===== src/rtl/pipe_stage_buf_if.sv =====
// Handshake bundle for pipe_stage_buf: upstream valid/bus/allow_in and downstream valid/bus/next_allow_in.
// The slave modport is the buffer's view; the master modport is the surrounding pipeline's view.
interface pipe_stage_buf_if #(
  parameter int WIDTH = 64
);
  logic             in_valid;
  logic [WIDTH-1:0] in_bus;
  logic             allow_in;
  logic             out_valid;
  logic [WIDTH-1:0] out_bus;
  logic             next_allow_in;

  modport slave (
    input  in_valid,
    input  in_bus,
    input  next_allow_in,
    output allow_in,
    output out_valid,
    output out_bus
  );

  modport master (
    output in_valid,
    output in_bus,
    output next_allow_in,
    input  allow_in,
    input  out_valid,
    input  out_bus
  );
endinterface


===== src/rtl/pipe_stage_buf.sv =====
// Multi-entry elastic stage buffer (circular FIFO) using the valid/allow_in handshake, with flush.
// Optional zero-latency pass-through when empty is enabled by defining PIPE_BYPASS_EN.
module pipe_stage_buf #(
  parameter int WIDTH     = 64,
  parameter int DEPTH     = 2,
  parameter bit REG_READY = 1'b0,
  localparam int CW       = $clog2(DEPTH + 1)
) (
  input  logic            clk,
  input  logic            rst,
  input  logic            flush,
  pipe_stage_buf_if.slave bus,
  output logic [CW-1:0]   count
);

  localparam int PW = (DEPTH > 1) ? $clog2(DEPTH) : 1;

  logic [WIDTH-1:0] mem_reg [DEPTH];
  logic [PW-1:0]    wr_ptr_reg, wr_ptr_next;
  logic [PW-1:0]    rd_ptr_reg, rd_ptr_next;
  logic [CW-1:0]    count_reg, count_next;

  logic full, empty;
  logic push, pop;
  logic push_store, pop_store;
  logic bypass;

  // Pointers wrap explicitly so non-power-of-two depths work.
  function automatic logic [PW-1:0] ptr_inc(input logic [PW-1:0] p);
    return (p == PW'(DEPTH - 1)) ? '0 : p + 1'b1;
  endfunction

  assign empty = (count_reg == '0);
  assign full  = (count_reg == CW'(DEPTH));

  always_comb begin
    if (rst || flush) begin
      bus.allow_in = 1'b1;
    end else if (REG_READY) begin
      bus.allow_in = !full;
    end else begin
      bus.allow_in = !full || bus.next_allow_in;
    end
  end

`ifdef PIPE_BYPASS_EN
  assign bypass = empty && bus.in_valid && !flush && !rst;
`else
  assign bypass = 1'b0;
`endif

  assign bus.out_valid = !empty || bypass;

  always_comb begin
    if (!empty) begin
      bus.out_bus = mem_reg[rd_ptr_reg];
    end else if (bypass) begin
      bus.out_bus = bus.in_bus;
    end else begin
      bus.out_bus = '0;
    end
  end

  assign push = bus.in_valid && bus.allow_in && !flush && !rst;
  assign pop  = bus.out_valid && bus.next_allow_in;

  // A bypassed beat taken downstream this cycle never touches storage.
  assign push_store = push && !(bypass && bus.next_allow_in);
  assign pop_store  = pop && !empty;

  always_comb begin
    wr_ptr_next = push_store ? ptr_inc(wr_ptr_reg) : wr_ptr_reg;
    rd_ptr_next = pop_store  ? ptr_inc(rd_ptr_reg) : rd_ptr_reg;
    count_next  = count_reg;
    case ({push_store, pop_store})
      2'b10:   count_next = count_reg + 1'b1;
      2'b01:   count_next = count_reg - 1'b1;
      default: count_next = count_reg;
    endcase
  end

  always_ff @(posedge clk) begin
    if (rst || flush) begin
      wr_ptr_reg <= '0;
      rd_ptr_reg <= '0;
      count_reg  <= '0;
    end else begin
      wr_ptr_reg <= wr_ptr_next;
      rd_ptr_reg <= rd_ptr_next;
      count_reg  <= count_next;
    end
  end

  always_ff @(posedge clk) begin
    if (push_store) begin
      mem_reg[wr_ptr_reg] <= bus.in_bus;
    end
  end

  assign count = count_reg;

`ifndef SYNTHESIS
  // Storing into a full buffer without a simultaneous pop would overwrite the head.
  always_ff @(posedge clk) begin
    if (!rst) begin
      assert (!(push_store && full && !pop_store));
    end
  end
`endif

endmodule


===== src/flat_wrapper.sv =====
// flat-port wrapper written by rule: the top's interface ports become plain ports
module pipe_stage_buf_flat 
#(
  parameter int WIDTH     = 64,
  parameter int DEPTH     = 2,
  parameter bit REG_READY = 1'b0,
  localparam int CW       = $clog2(DEPTH + 1)
)
  (clk, rst, flush, count, bus_in_valid, bus_in_bus, bus_next_allow_in, bus_allow_in, bus_out_valid, bus_out_bus);
  pipe_stage_buf_if #(.WIDTH(WIDTH)) bus_i ();
  input  logic clk;
  input  logic rst;
  input  logic flush;
  output logic [CW-1:0] count;
  input wire logic [$bits(bus_i.in_valid)-1:0] bus_in_valid;
  input wire logic [$bits(bus_i.in_bus)-1:0] bus_in_bus;
  input wire logic [$bits(bus_i.next_allow_in)-1:0] bus_next_allow_in;
  output wire logic [$bits(bus_i.allow_in)-1:0] bus_allow_in;
  output wire logic [$bits(bus_i.out_valid)-1:0] bus_out_valid;
  output wire logic [$bits(bus_i.out_bus)-1:0] bus_out_bus;
  assign bus_i.in_valid = bus_in_valid;
  assign bus_i.in_bus = bus_in_bus;
  assign bus_i.next_allow_in = bus_next_allow_in;
  assign bus_allow_in = bus_i.allow_in;
  assign bus_out_valid = bus_i.out_valid;
  assign bus_out_bus = bus_i.out_bus;
  pipe_stage_buf #(.WIDTH(WIDTH), .DEPTH(DEPTH), .REG_READY(REG_READY)) u_core (.clk(clk), .rst(rst), .flush(flush), .bus(bus_i), .count(count));
endmodule

===== config.mk =====
export PLATFORM = sky130hd
export DESIGN_NAME = pipe_stage_buf_flat
export DESIGN_NICKNAME = d
export VERILOG_FILES = /design/src/rtl/pipe_stage_buf_if.sv /design/src/rtl/pipe_stage_buf.sv /design/src/flat_wrapper.sv
export SDC_FILE = /design/constraint.sdc
export NUM_CORES = 1
export LEC_CHECK = 0
export CAP_MARGIN = 20
export CORE_UTILIZATION = 48
export DETAILED_ROUTE_END_ITERATION = 10
export PLACE_DENSITY = 0.8
export SKIP_LAST_GASP = 1
export SLEW_MARGIN = 20
export SYNTH_ARGS = -nofsm -noshare
export SYNTH_HDL_FRONTEND = slang
export SYNTH_SLANG_ARGS = --single-unit

===== constraint.sdc =====
create_clock -name clk -period 5.8 [get_ports clk]
set_input_delay 1.74 -clock clk [delete_from_list [all_inputs] [get_ports clk]]
set_output_delay 1.74 -clock clk [all_outputs]
set_load 0.05 [all_outputs]

==> key figures <==
Timing
  • Fmax: around 200 MHz
  • Fin. max-slew vios: 0
  • Tightest Pin Transition: about 1.0 ns
  • RSZ-0062 raised after global routing: false
  • Clk_skew: 0.00441 ns
  • Final hold vios: 0
  • Setup TNS: 0 ns
  • Final setup fails: 0
  • Final worst-path cycle share: between 80 and 90%
  • Min Tclk post-route: 5.08 ns
  • Relative max-transition margin: 30.6%

Place
  • Gpl congestion: between 0.6 and 0.7
  • Port-buffer cells: 136
  • Placed cell count: 560
  • DP Wirelength: about 5900 um

GRT
  • GRT Overall Usage: a little under a fifth
  • Initial antenna violation count: 0
  • Largest net degree at the start of global routing: 65
  • Vias in the first global route: 3144
  • Global-route wire length before repair: 15300 um
  • GRT overflow: 0

Critical path
  • Reg2reg end: u_core.mem_reg[1][45]
  • WP data arrival: 3.34 ns
  • R2r setup slk: 3.52 ns
  • Critical-path cell list: clkdlybuf4s50_1 > nor2_1 > nand3_1 > clkdlybuf4s50_1
  • Crit path buf inv count: 2
  • FF-to-FF Start: u_core.count[0]
  • Cell mode on critical path: clkdlybuf4s50_1
  • Critical-path top delay cell: clkdlybuf4s50_1
  • Family with the most delay on the worst path: buffers and inverters
  • Crit. End Element: primary output
  • Crit start category: input pin
  • Max stage delay on crit path: 0.73 ns
  • CP required: between 4 and 5 ns
  • Critical path type: input pin to primary output
  • Critical Path Fanout Max: 4
  • Reg2reg path depth: 3

Power
  • Leak: 2.31 nW
  • Worst vdd ir: 0.205 mV
  • PwrDens: 325 nW/um^2

Finish
  • Layout Nets: 514
  • Area growth syn-to-layout: 43.7%
  • Antenna cells: 0
  • Layout cells sized above 1: 8.75%
  • Max reg flops: 128
  • Post-Layout Cell Count: 593

Routing
  • Via/cell ratio: 4.95
  • WL final: 9790 um
  • ANT nets after route: 0
  • DR WL/cell: about 17 um
  • Initial DRC count: 138
  • Vias: 2938
  • Pre-Repair DR Iteration Count: 4
  • DR DRC count: 0

CTS
  • Num CTS Buffers: 17
  • Clock latency on the worst-skew pair: 0.51 ns
  • Cts repair resizes: 0
  • CTS H-Tree Depth: 4
  • CTS tree: done
  • Clock tree sinks: around 130
  • Max Root-Sink Buffers: 2
  • Setup bufs post-CTS: 0
  • Reg clk slew, reported paths: 0.06 ns
  • Root buffer cell: clkbuf_8
  • CTS Hold Buffers Added: 0

Synth
  • Synth Instances: 299
  • Synth Warn #: 0
  • Yosys cell types: 18
  • Syn Area/Cell: roughly 17 sq um
  • Sequential element share of the synthesized area: 78.3%
  • Mapped Nets: 369
  • Mapped Area: 5040 sq um
  • Seq cells post-synth: ~130

Floorplan
  • Starting Density: 49.2%
  • Total die area: between 10000 and 15000 sq um
  • Die width: 104 um
  • Core region area: ~10000 sq um
  • IO Count: around 140
  • Chip Height: 104 um
  • Cell Rows: 37

Min path
  • HP Start: u_core.wr_ptr_reg
  • Hold Path Stages: 1
  • Worst Hold Class: flop to flop
  • Min-Delay Endpoint: u_core.wr_ptr_reg

Run status
  • Status: finished clean

Flow run
  • Max_cap viols: 0
==> synthesized netlist by cell type, drive strengths merged <==
library cell  number  area [sq um]
xnor2              1          8.76
ha                 1          12.5
a21boi             1          7.51
nand3              1          5.00
xor2               2          17.5
inv                4          15.0
nor3               3          15.0
or3                1          6.26
dfxtp              5           100
clkbuf             1          3.75
buf               13          62.6
o311ai             1          16.3
edfxtp           128          3840
nand2              1          3.75
nor2              69           259
o21ai              2          10.0
mux2i             65           651
==> final cells by class <==
type                            count  area (sq um)
Clock inverter                     13           205
Clock buffer                       19           432
Inverter                            4          15.0
Timing Repair Buffer              140          1440
Tap cell                          136           170
Sequential cell                   133          3950
Fill cell                         683          2990
Multi-Input combinational cell    148          1030
==> cells in the final DEF, fill, tap and decap left out, drive strengths merged <==
| cell | n |
|---|---|
| clkdlybuf4s50 | 136 |
| edfxtp | 128 |
| nor2 | 69 |
| mux2i | 65 |
| clkbuf | 19 |
| bufinv | 5 |
| dfxtp | 5 |
| clkinv | 5 |
| inv | 4 |
| buf | 4 |
| nor3 | 3 |
| clkinvlp | 3 |
| o21ai | 2 |
| xor2 | 2 |
| o311ai | 1 |
| nand3 | 1 |
| xnor2 | 1 |
| or3 | 1 |
| a21boi | 1 |
| nand2 | 1 |
| ha | 1 |
==> worst max path at each step <==
stage / to / slack [ns] / startpoint / cells after the start
floorplan: u_core.mem_reg[0][0] / 0.47 / rst / 3
global placement: bus_allow_in / 0.80 / rst / 4
detailed placement: bus_allow_in / 0.75 / rst / 4
CTS: bus_allow_in / 0.73 / rst / 4
global route: bus_allow_in / 0.64 / rst / 4
finish: bus_allow_in / 0.72 / rst / 4
==> worst register-to-register path: cells and delay by family, from the launching register on <==
kind	cells	cell delay [ns]
AND/OR/NAND/NOR	1	0.86
flip-flops	1	0.52
buffers and inverters	1	0.31
AO/OA/AOI/OAI	1	0.27
==> through the flow <==
| stage | cell area [sq um] | hold slack, ns | setup WS [ns] | total power, mW | utilization [%] |
|---|---|---|---|---|---|
| final | 7240 | 0.531 | 0.720 | 2.35 | 70.8 |
| after global routing | 7240 | 0.541 | 0.640 | 2.42 | 70.8 |
| after CTS | 7210 | 0.530 | 0.731 | 2.37 | 70.5 |
| after detailed placement | 6580 | 0.513 | 0.748 | 1.24 | 64.3 |
| after global placement | 6580 | 0.506 | 0.797 | 1.23 | 64.3 |
| after floorplan | 5040 | 0.450 | 0.471 | 1.16 | - |
==> routing by layer <==
layer  up-vias  routed length [um]  track usage, %
met3        15                 566            6.45
li1       1397                   -               -
met4         0                 167            8.78
met5         -                   0               0
met2       107                5110            33.2
met1      1419                3940            21.0
==> where the power goes <==
part | total, mW | switching (mW) | internal [mW]
sequential | 1.08 | 0.00631 | 1.07
combinational | 0.140 | 0.0734 | 0.0669
clock | 1.13 | 0.379 | 0.751
==> logic make-up after synthesis <==
logic type / count (synthesis) / synth area share [%]
flip-flops: 133 / 78.3
AO/OA/AOI/OAI: 4 / 0.671
adder cells (fa/ha/maj): 1 / 0.248
buffers and inverters: 18 / 1.61
AND/OR/NAND/NOR: 75 / 5.74
XOR/XNOR: 3 / 0.522
multiplexers: 65 / 12.9
Power figures use the tool's default switching activity.
